==> config.mk <==
export PLATFORM = sky130hd
export DESIGN_NAME = cla_slice_scheduler
export DESIGN_NICKNAME = d
export VERILOG_FILES = /design/src/rtl/cla_slice_scheduler.sv
export SDC_FILE = /design/constraint.sdc
export NUM_CORES = 1
export LEC_CHECK = 0
export CAP_MARGIN = 15
export CORE_MARGIN = 4
export CORE_UTILIZATION = 41
export CTS_CLUSTER_DIAMETER = 200
export CTS_CLUSTER_SIZE = 12
export DETAILED_ROUTE_END_ITERATION = 7
export PLACE_DENSITY = 0.89
export SYNTH_ARGS = -nofsm -noshare
export SYNTH_HDL_FRONTEND = slang
export SYNTH_SLANG_ARGS = --single-unit
==> constraint.sdc <==
create_clock -name clock -period 1.87 [get_ports clock]
set_input_delay 0.187 -clock clock [delete_from_list [all_inputs] [get_ports clock]]
set_output_delay 0.187 -clock clock [all_outputs]
set_load 0.01 [all_outputs]
==> src/rtl/cla_slice_scheduler.sv <==
// cla_slice_scheduler: time-shares one 8-bit carry-lookahead slice between the
// multiplier (A) and the divider (B). Each add/sub is run low byte first through
// the external slice. The ripple carry between bytes is regenerated here from
// the slice's group propagate/generate outputs.
module cla_slice_scheduler #(
  parameter int unsigned WIDTH = 32,
  parameter int unsigned SLICE = 8
) (
  input  logic             clock,
  input  logic             reset_n,
  // requester A (multiplier)
  input  logic             a_valid,
  output logic             a_ready,
  input  logic [WIDTH-1:0] a_opa,
  input  logic [WIDTH-1:0] a_opb,
  input  logic             a_sub,
  // requester B (divider)
  input  logic             b_valid,
  output logic             b_ready,
  input  logic [WIDTH-1:0] b_opa,
  input  logic [WIDTH-1:0] b_opb,
  input  logic             b_sub,
  // result channel
  output logic             res_valid,
  input  logic             res_ready,
  output logic             res_id,
  output logic [WIDTH-1:0] res_sum,
  output logic             res_cout,
  output logic             res_ovf,
  // shared CLA slice
  output logic [SLICE-1:0] sl_a,
  output logic [SLICE-1:0] sl_b,
  output logic             sl_cin,
  input  logic [SLICE-1:0] sl_s,
  input  logic             sl_p,
  input  logic             sl_g
);

  localparam int unsigned NSLICE = WIDTH / SLICE;
  localparam int unsigned CW     = (NSLICE > 1) ? $clog2(NSLICE) : 1;
  localparam int unsigned IW     = (WIDTH > 1) ? $clog2(WIDTH) : 1;
  localparam logic [CW-1:0] K_LAST = CW'(NSLICE - 1);

  typedef enum logic [1:0] {
    S_IDLE = 2'd0,
    S_RUN  = 2'd1,
    S_DONE = 2'd2
  } state_e;

  state_e           state_q, state_d;
  logic [WIDTH-1:0] opa_q, opa_d;
  logic [WIDTH-1:0] opb_q, opb_d;       // operand B already inverted for subtract
  logic [WIDTH-1:0] sum_q, sum_d;
  logic             carry_q, carry_d;   // carry into the current byte, final carry in DONE
  logic             id_q, id_d;
  logic             last_q, last_d;     // last granted requester: 0 = A, 1 = B
  logic [CW-1:0]    k_q, k_d;
  logic             ovf_q, ovf_d;
  logic             res_valid_q, res_valid_d;

  logic             grant_a_c;
  logic             grant_b_c;
  logic [WIDTH-1:0] req_opa_c;
  logic [WIDTH-1:0] req_opb_c;
  logic             req_sub_c;
  logic [IW-1:0]    base_c;

  // Round-robin arbitration, only while idle; ties go to the requester not served last
  always_comb begin
    grant_a_c = 1'b0;
    grant_b_c = 1'b0;
    if (state_q == S_IDLE) begin
      if (a_valid && (!b_valid || last_q)) begin
        grant_a_c = 1'b1;
      end else if (b_valid) begin
        grant_b_c = 1'b1;
      end
    end
  end

  // Readies follow the grant, forced low while reset is asserted
  always_comb begin
    a_ready = grant_a_c & reset_n;
    b_ready = grant_b_c & reset_n;
  end

  // Operand mux for the granted requester
  always_comb begin
    req_opa_c = grant_b_c ? b_opa : a_opa;
    req_opb_c = grant_b_c ? b_opb : a_opb;
    req_sub_c = grant_b_c ? b_sub : a_sub;
  end

  // Bit offset of the byte currently in the slice
  always_comb begin
    base_c = IW'(k_q) * IW'(SLICE);
  end

  // Drive the slice only while running; zero otherwise
  always_comb begin
    sl_a   = '0;
    sl_b   = '0;
    sl_cin = 1'b0;
    if (state_q == S_RUN) begin
      sl_a   = opa_q[base_c +: SLICE];
      sl_b   = opb_q[base_c +: SLICE];
      sl_cin = carry_q;
    end
  end

  // Next-state and datapath updates
  always_comb begin
    state_d     = state_q;
    opa_d       = opa_q;
    opb_d       = opb_q;
    sum_d       = sum_q;
    carry_d     = carry_q;
    id_d        = id_q;
    last_d      = last_q;
    k_d         = k_q;
    ovf_d       = ovf_q;
    res_valid_d = 1'b0;

    unique case (state_q)
      S_IDLE: begin
        if (grant_a_c || grant_b_c) begin
          state_d = S_RUN;
          opa_d   = req_opa_c;
          opb_d   = req_sub_c ? ~req_opb_c : req_opb_c;
          carry_d = req_sub_c;
          id_d    = grant_b_c;
          last_d  = grant_b_c;
          k_d     = '0;
          sum_d   = '0;
          ovf_d   = 1'b0;
        end
      end
      S_RUN: begin
        sum_d[base_c +: SLICE] = sl_s;
        carry_d = sl_g | (sl_p & sl_cin);
        k_d     = k_q + CW'(1);
        if (k_q == K_LAST) begin
          state_d = S_DONE;
          // Signed overflow: like-signed operands producing an opposite-signed sum
          ovf_d   = (opa_q[WIDTH-1] == opb_q[WIDTH-1]) &&
                    (sum_d[WIDTH-1] != opa_q[WIDTH-1]);
        end
      end
      S_DONE: begin
        if (res_ready) begin
          state_d = S_IDLE;
        end
      end
      default: begin
        state_d = S_IDLE;
      end
    endcase

    res_valid_d = (state_d == S_DONE);
  end

  // State and datapath registers; reset aborts any operation in flight
  always_ff @(posedge clock or negedge reset_n) begin
    if (!reset_n) begin
      state_q     <= S_IDLE;
      opa_q       <= '0;
      opb_q       <= '0;
      sum_q       <= '0;
      carry_q     <= 1'b0;
      id_q        <= 1'b0;
      last_q      <= 1'b1;
      k_q         <= '0;
      ovf_q       <= 1'b0;
      res_valid_q <= 1'b0;
    end else begin
      state_q     <= state_d;
      opa_q       <= opa_d;
      opb_q       <= opb_d;
      sum_q       <= sum_d;
      carry_q     <= carry_d;
      id_q        <= id_d;
      last_q      <= last_d;
      k_q         <= k_d;
      ovf_q       <= ovf_d;
      res_valid_q <= res_valid_d;
    end
  end

  // Result outputs come straight from registers, masked outside DONE
  always_comb begin
    res_valid = res_valid_q;
    res_id    = res_valid_q & id_q;
    res_sum   = res_valid_q ? sum_q : '0;
    res_cout  = res_valid_q & carry_q;
    res_ovf   = res_valid_q & ovf_q;
  end

endmodule

======== Yosys cells after proc, flatten, opt, wreduce, memory -nomap -nowiden ========
Index checks and enable logic that the tools add are counted.
storage, ports and cells
  register bits ........................... 105
  bits of input ports ..................... 145
  output and inout port bits .............. 55
cells by class
  add/subtract/negate cells ............... 2
  equality and inequality tests ........... 8
  shift operators ......................... 4
  mux-type cells .......................... 27
  bitwise logic cells ..................... 8
  reductions and logical operators ........ 10
operator list
  cell                                                   count
  two-way mux 32 bit                                     5
  case mux 32 bit (2 select lines)                       1
  variable part select 32 x 6 -> 8 bit                   2
  bitwise mux 32 bit                                     1
  NOT 32 bit                                             1
  variable shift 8 x 7 -> 32 bit, first input constant   1
  variable part select 8 x 7 -> 32 bit                   1
  two-way mux 8 bit                                      2
  two-way mux 1 bit                                      10
  two-way mux 2 bit                                      4
  negation 5 -> 7 bit                                    1
  bitwise AND 1 bit                                      6
  equality test 2 bit, second input constant             3
  case mux 2 bit (3 select lines)                        1
  inequality test 2 x 1 -> 1 bit, second input constant  2
  case mux 1 bit (2 select lines)                        2
  case mux 2 bit (2 select lines)                        1
  AND reduction 2 bit                                    2
  AND reduction 3 bit                                    1
  adder 2 x 1 -> 2 bit, second input constant            1
  equality test 2 x 1 -> 1 bit, second input constant    1
  logical AND 1 bit                                      2
  logical NOT 2 bit                                      1
  logical OR 1 bit                                       2
  5 further kinds                                        5

======== Longest topological paths before layout ========
Gate-level depths: netlist (run 1).
  word-level depth ........................ 9
  depth in mapped cells ................... 8
  depth with buffers taken out ............ 6

======== Worst setup path before layout (run 1) ========
Ideal clock, no wire load.
  path kind ............................... register to register
  start ................................... register k_q[1]
  end ..................................... register ovf_q
  arrival ................................. 1.895 ns
  required time ........................... 1.748 ns
  slack ................................... -0.147 ns
  cell stages (with the launch flop) ...... 9
  clock period less this slack ............ 2.017 ns
  cells stage by stage .................... dfrtp_1 -> clkbuf_1 -> buf_2 -> inv_1 -> ha_1 -> nor4bb_1 -> nor2_1 -> a21oi_1 -> o2bb2ai_1
between the ends
  longest elaborated chain between the ends .. 7
  elaborated cells on any way between the ends .. 11
RTL lines
  what                                                                                           line  text
  from (decl)                                                                                    57    logic [CW-1:0] k_q, k_d;
  from (signal assigned)                                                                         183   k_q <= k_d;
  negation 5 -> 7 bit                                                                            139   sum_d[base_c +: SLICE] = sl_s;
  variable part select 8 x 7 -> 32 bit / variable shift 8 x 7 -> 32 bit (equally long branches)  139
  bitwise mux 32 bit                                                                             139
  inequality test 1 bit                                                                          146   (sum_d[WIDTH-1] != opa_q[WIDTH-1]);
  logical AND 1 bit                                                                              145   ovf_d = (opa_q[WIDTH-1] == opb_q[WIDTH-1]) &&
  two-way mux 1 bit                                                                              142   if (k_q == K_LAST) begin
  case mux 1 bit (2 select lines)                                                                124   unique case (state_q)
  to (signal assigned)                                                                           184   ovf_q <= ovf_d;
  to (decl)                                                                                      58    logic ovf_q, ovf_d;
Several ways; a longest one is shown, not always the timed one. The select of a mux whose other input is x is not followed.
A chain may end at the register's enable or synchronous reset.

======== Worst setup path in the final report (run 1) ========
  start ................................... register k_q[0]
  end ..................................... output port sl_b[2]
between the ends
  longest elaborated chain between the ends .. 2
RTL lines
  what                                  line  text
  variable part select 32 x 6 -> 8 bit  106   sl_b = opb_q[base_c +: SLICE];
  two-way mux 8 bit                     104   if (state_q == S_RUN) begin
  to (decl)                             32    output logic [SLICE-1:0] sl_b,
Every way passes these cells.

==> metrics, run 1 <==
status=complete, but fails checks; failing checks=setup timing; minimum clock period=~1.9 ns; Sw Share=0.371; synthesized net count=approximately 670; worst-case clock buffer depth=2; worst slack at placement=-0.265 ns; max cap viols=0; post-layout util=0.623; aggregate global-route resource usage=0.211; reg2reg start=k_q[0]; final hold vios=0; Wirelength per Cell=between 15 and 20 um; Int Pwr=7.22 mW; worst r2r path cells=8; CP cell instances=buf_8 > mux4_2 > nor2b_1 > buf_2; I/O pin count=200; first-pass GRT wire length=around 27000 um; initial antenna violation count=0; CP Capture Type=primary output; Leak=3.48 nW; Iter 0 DRT Violations=375; Post-Route WL=about 17000 um; worst-path fanout max=8; Reg power frac=0.331; Power, Total=around 11 mW; nets=slightly below 900; yosys warns=0; Setup-failing EPs final=10; die width=around 120 um; worst-margin pin slew=just under 1 ns; Async SR Flop Fraction=1.00; Critical Path Slowest Stage Cell=mux4_2; #FFs+latches synth=~110; Required @ worst endpoint=between 1.5 and 2 ns; final max-slew violation count=0; crit path launch=k_q[0]; PortBufs=between 150 and 200; Post-synth EDFFs=0; Synth top cells by count=dfrtp_1, nand2_1, xnor2_1; FMAX=527 MHz; max incr delay on CP=around 0.50 ns; worst path bufs/invs=2; core footprint=around 13000 um2; top_reg_cell synth=dfrtp_1; area leader, netlist=dfrtp_1; cell area after synthesis=between 5000 and 6000 um2; clk sink count=~110; Via density=between 5 and 6; pwr/cell area=between 1000 and 1500 nW/um2; top post-synthesis cells by area=dfrtp_1, xnor2_1, mux4_2, a221oi_1, a22o_1; P&R area growth vs syn=47.8%; RSZ-0062 raised after global routing=yes; synth unique cells=37; count leader, synth=dfrtp_1; R2R setup slack=~0.07 ns; Max IR drop VDD=about 670 uV; Chip Height=125 um; worst path arrival time=between 1.5 and 2 ns; setup TNS=-0.119 ns; depth of the CTS H-tree=3; Final Cycle Share=1.01; hold crit path type=in -> async; critical path depth=4; Detailed Routing Iterations Pass 1=8; Detail Placement HPWL=roughly 12000 um; cells after synthesis=about 530; Clk pwr share=0.167; Mean Syn Cell Area=10.7 um2; clock tree from TritonCTS=yes; sequential share of the synthesized area=0.469; Top delay family on crit path=multiplexers; share of cells above drive strength 1=0.139; routed via count=around 5000; Sw Pwr=4.25 mW; Worst Path Class, Setup=reg -> out; Clock Pin Slew Worst Setup and Hold Paths=approximately 0.070 ns; GP Congestion=approximately 0.83; max_slew headroom=0.353; share of the synthesized area in the top cell type=0.464; clk_skew=0.00928 ns; diode count=0; setup ws final=-0.0260 ns; dpl cell area=between 7000 and 8000 um2; DRC viols=0; Clock Latency Late Sink=between 0.3 and 0.4 ns; Initial Utilization=0.421; largest net degree at the start of global routing=65; Site Rows=42; Critical Path End=sl_b[2]; die area=between 15000 and 20000 um2; CTS Buf Count=9; vias in the first global route=between 5000 and 6000; worst reg2reg path endpoint=sum_q[6]; Logic pwr share=0.501; global route overflow=0; Worst setup SP type=register; Clk Tree Root Cell=clkbuf_16; post-route cell area=8280 um2; final antenna-violating net count=0
## state kept, by name (all words and copies together), names as in the netlist
register / flops
carry_q: 1
id_q: 1
state_q: 2
k_q: 2
sum_q: 32
ovf_q: 1
last_q: 1
opb_q: 32
res_valid: 1
opa_q: 32
## worst register-to-register path, cell delays in order, from the launching register on
cell and delay, ns:
dfrtp_2 0.44, buf_12 0.16, buf_4 0.15, inv_4 0.06, ha_4 0.22, buf_6 0.13, nor4b_4 0.23, buf_4 0.19
a22o_1 0.17
## worst min path at each step
stage               depth (start not counted)       to  slack (ns)    start
floorplan                                   0  carry_q       -0.11  reset_n
global placement                            1     id_q        0.08  reset_n
detailed placement                          1     id_q        0.09  reset_n
CTS                                         2     id_q        0.30  reset_n
global route                                2     id_q        0.32  reset_n
finish                                      2     id_q        0.28  reset_n
## routing by layer
layer	global-route usage	share of wire	vias up
met1	0.259	0.39	2450
met4	0.0893	0.034	0
met3	0.0476	0.074	49
met2	0.359	0.50	276
li1	-	-	2263
met5	0	0	-
## logic make-up after synthesis
logic type / after synthesis / share of synthesized area
AO/OA/AOI/OAI: 117 / 0.166
XOR/XNOR: 64 / 0.100
adder cells (fa/ha/maj): 4 / 0.00893
buffers and inverters: 46 / 0.0395
flip-flops: 105 / 0.469
multiplexers: 17 / 0.0661
AND/OR/NAND/NOR: 172 / 0.150
## power by group through the flow
stage / combinational, mW / sequential, mW / clock, mW
global route: 6.27 / 3.90 / 2.02
detailed placement: 5.53 / 3.82 / 0
global placement: 5.35 / 3.74 / 0
CTS: 5.84 / 3.78 / 1.94
floorplan: 3.33 / 3.59 / 0
finish: 5.75 / 3.80 / 1.92
## layout by cell type (no fill, tap or decap), drive strengths merged, types with 4 or more instances in the layout
cell	count
nor2b	16
clkdlybuf4s50	176
a22o	32
nand2	69
nor2	38
o21ai	11
a22oi	33
mux4	16
ha	4
and2	37
clkbuf	9
dfrtp	104
xnor2	64
a221oi	32
buf	49
inv	5
## area by class of cell
| type | count | area, um2 |
|---|---|---|
| fill | 1024 | 5010 |
| multi-input combinational | 374 | 2860 |
| sequential | 105 | 2630 |
| timing repair buffer | 229 | 2250 |
| clock buffer | 9 | 225 |
| tap | 176 | 220 |
| clock inverter | 7 | 76.3 |
| inverter | 4 | 17.5 |
## what timing repair did
item	CTS	global route
endpoints found under the hold margin	18	0
setup buffers	4	0
hold buffers	1	0
setup endpoints to repair	25	53
gates resized for setup	97	10
pin swaps	4	0
## metrics by stage
step / instances / hold WS [ns]
global route: 904 / 0.320
detailed placement: 885 / 0.0877
global placement: 885 / 0.0826
floorplan: 525 / -0.109
CTS: 906 / 0.299
finish: 904 / 0.276
Power figures use the tool's default switching activity.
==> run 2, diff against run 1 <==
==> config.mk (replaced) <==
export PLATFORM = sky130hd
export DESIGN_NAME = cla_slice_scheduler
export DESIGN_NICKNAME = d
export VERILOG_FILES = /design/src/rtl/cla_slice_scheduler.sv
export SDC_FILE = /design/constraint.sdc
export NUM_CORES = 1
export LEC_CHECK = 0
export ABC_AREA = 1
export CAP_MARGIN = 15
export CORE_MARGIN = 4
export CORE_UTILIZATION = 40
export CTS_CLUSTER_DIAMETER = 150
export CTS_CLUSTER_SIZE = 12
export DETAILED_ROUTE_END_ITERATION = 7
export PLACE_DENSITY = 0.84
export SYNTH_ARGS = -nofsm -noshare
export SYNTH_HDL_FRONTEND = slang
export SYNTH_SLANG_ARGS = --single-unit
==> run 2 against run 1 <==
Effect of this change: the flow now finishes without violations; clock power is 4% higher; design area rose by 15%; register-to-register slack better by 0.02 ns; setup slack better by 0.069 ns; utilization shrank 4.8 points; cell count grew 60%; via count rose by 47%; global-route usage up 0.42 points; flip-flop and latch count stayed put; synthesized cell count rose by 97%; die area up 22%; critical path type unchanged.
==> metrics, run 2 <==
status=finished clean (was complete, but fails checks); synthesized net count=1183 (was 674); final max-slew violation count=0 (unchanged); share of the synthesized area in the top cell type=0.386 (was 0.464); CP cell instances=buf_12 > clkbuf_16 > nor2_1 > nor2_1 > o21ai_0 > a21oi_1 > clkbuf_2 (was buf_8 > mux4_2 > nor2b_1 > buf_2); Leak=5.02 nW (was 3.48 nW); routed via count=7385 (was 5038); setup ws final=0.0429 ns (was -0.0260 ns); Iter 0 DRT Violations=690 (was 375); Required @ worst endpoint=1.68 ns (about the same); largest net degree at the start of global routing=106 (was 65); RSZ-0062 raised after global routing=yes (unchanged); max incr delay on CP=0.47 ns (was 0.50 ns); clk sink count=105 (unchanged); cell area after synthesis=6750 um2 (was 5600 um2); pwr/cell area=1410 nW/um2 (was 1390 nW/um2); commonest non-fill, non-tap cell in the layout=nand2_1 (was clkdlybuf4s50_1); CTS Buf Count=9 (unchanged); Power, Total=13.5 mW (was 11.5 mW); die width=138 um (was 125 um); Post-Route WL=21200 um (was 16700 um); initial antenna violation count=1 (was 0); core footprint=16600 um2 (was 13300 um2); DRC viols=0 (unchanged); worst-margin pin slew=0.566 ns (was 0.971 ns); Site Rows=47 (was 42); die area=19000 um2 (was 15600 um2); clk_skew=0.00703 ns (was 0.00928 ns); Wirelength per Cell=14.7 um (was 18.4 um); Inst Count DP=1420 (was 885); Sw Share=0.447 (was 0.371); sequential share of the synthesized area=0.390 (was 0.469); worst-case clock buffer depth=2 (unchanged); depth of the CTS H-tree=3 (unchanged); CP Capture Type=primary output (unchanged); PortBufs=199 (unchanged); aggregate global-route resource usage=0.215 (was 0.211); final hold vios=0 (unchanged); area leader, netlist=dfrtp_1 (unchanged); Mean Syn Cell Area=6.53 um2 (was 10.7 um2); synth unique cells=25 (was 37); Async SR Flop Fraction=1.00 (unchanged); Reg power frac=0.299 (was 0.331); Max IR drop VDD=811 uV (was 671 uV); Top Registers=opa_q (32), opb_q (32), sum_q (32) (unchanged); Critical Path Slowest Stage Cell=dfrtp_2 (was mux4_2); Setup-failing EPs final=0 (was 10); max cap viols=0 (unchanged); Finished Layout Cells=1445 (was 904); final antenna-violating net count=0 (unchanged); #FFs+latches synth=105 (unchanged); I/O pin count=200 (unchanged); Clk pwr share=0.149 (was 0.167); yosys warns=0 (unchanged); Clock Latency Late Sink=0.35 ns (about the same); worst slack at placement=-0.0147 ns (was -0.265 ns); Sw Pwr=6.02 mW (was 4.25 mW); Worst setup SP type=register (unchanged); diode count=0 (unchanged); Detailed Routing Iterations Pass 1=5 (was 8); max_slew headroom=0.623 (was 0.353); Final Cycle Share=0.977 (was 1.01); post-layout util=0.575 (was 0.623); Clock Pin Slew Worst Setup and Hold Paths=0.07 ns (about the same); worst-path fanout max=5 (was 8); Worst Path Class, Setup=reg -> out (unchanged); first-pass GRT wire length=32800 um (was 26700 um); share of cells above drive strength 1=0.0808 (was 0.139); Clk Tree Root Cell=clkbuf_16 (unchanged); Post-synth EDFFs=0 (unchanged); Detail Placement HPWL=15300 um (was 12500 um); nets=1369 (was 872); FMAX=547 MHz (was 527 MHz); Via density=5.11 (was 5.57); Logic pwr share=0.552 (was 0.501); worst path arrival time=1.64 ns (was 1.71 ns); top post-synthesis cells by area=dfrtp_1, nand2_1, nand3_1, inv_1, o21ai_0 (was dfrtp_1, xnor2_1, mux4_2, a221oi_1, a22o_1); clock tree from TritonCTS=yes (unchanged); vias in the first global route=6720 (was 5276); GP Congestion=0.868 (was 0.829); commonest cells after routing, fill and taps aside=nand2_1, nand3_1, clkdlybuf4s50_1 (was clkdlybuf4s50_1, dfrtp_1, nand2_1); cells after synthesis=1034 (was 525); Chip Height=138 um (was 125 um); top_reg_cell synth=dfrtp_1 (unchanged); Int Pwr=7.45 mW (was 7.22 mW); CP dominant cell by count=nor2_1; Synth top cells by count=nand2_1, nand3_1, inv_1 (was dfrtp_1, nand2_1, xnor2_1); hold slack=0.400 ns (was 0.276 ns); count leader, synth=nand2_1 (was dfrtp_1); hold crit path type=in -> reg (was in -> async); global route overflow=0 (unchanged); P&R area growth vs syn=41.3% (was 47.8%); Initial Utilization=0.407 (was 0.421); minimum clock period=1.83 ns (was 1.90 ns)
-- run 2: power groups by stage --
stage | logic, mW | registers (mW) | clock network, mW
after floorplan | 4.62 | 3.71 | 0
after global placement | 7.02 | 3.97 | 0
after detailed placement | 7.20 | 3.99 | 0
after CTS | 7.12 | 3.97 | 2.03
after global routing | 8.31 | 4.12 | 2.12
final | 7.43 | 4.03 | 2.00
-- run 2: kinds of logic after synthesis --
logic type	after synthesis	synth area share
simple gates	596	0.372
flops	105	0.390
fa+ha+maj	4	0.00742
compound gates	122	0.101
buf+inv	207	0.131
-- run 2: repair_timing --
item                                    in CTS  in global routing
setup buffers                                1                  2
endpoints found under the setup margin      19                 62
gates resized for setup                     43                 45
endpoints found under the hold margin      104                  0
cloned                                       0                  5
pin swaps                                    4                  5
hold buffers                                 1                  0
-- run 2: worst max-delay path: cells and delay by family (launching register included) --
family	cells	cell delay [ns]
compound gates	2	0.28
flops	1	0.47
buf+inv	3	0.43
simple gates	2	0.11
-- run 2: path summary, 6_finish.rpt --
path | slack (ns) | start | endpoint | depth (start not counted)
min in group asynchronous | 0.48 | reset_n | opa_q[3] | 3
setup / recovery | 0.04 | k_q[0] | sl_b[1] | 7
hold reg to reg | 0.48 | opb_q[12] | opb_q[12] | 2
setup reg to reg | 0.09 | k_q[0] | sum_q[18] | 5
hold / removal | 0.40 | b_opa[25] | opa_q[25] | 3
max in group asynchronous | 0.92 | reset_n | k_q[0] | 3
-- run 2: layout make-up --
cell class              count  area (um2)
repair buffers            243        2510
flip-flops and latches    105        2630
multi-input cells         722        3270
inverters                 139         529
clock inverters             4        48.8
fillers                  1530        7050
clock buffers              12         267
well taps                 220         275
-- run 2: metal layers --
| metal | part of all wire | wire [um] | global-route usage |
|---|---|---|---|
| met1 | 0.42 | 8850 | 0.294 |
| met2 | 0.48 | 10100 | 0.347 |
| met3 | 0.082 | 1730 | 0.0345 |
| met4 | 0.021 | 448 | 0.0774 |
| met5 | 0.00061 | 13 | 0 |
-- run 2: stage by stage --
| stage | instance area [um2] | TNS, ns |
|---|---|---|
| floorplan | 6750 | 0 |
| detailed placement | 9080 | -0.0444 |
| CTS | 9420 | -0.00888 |
| global placement | 9080 | 0 |
| global route | 9540 | -0.0767 |
| finish | 9540 | 0 |
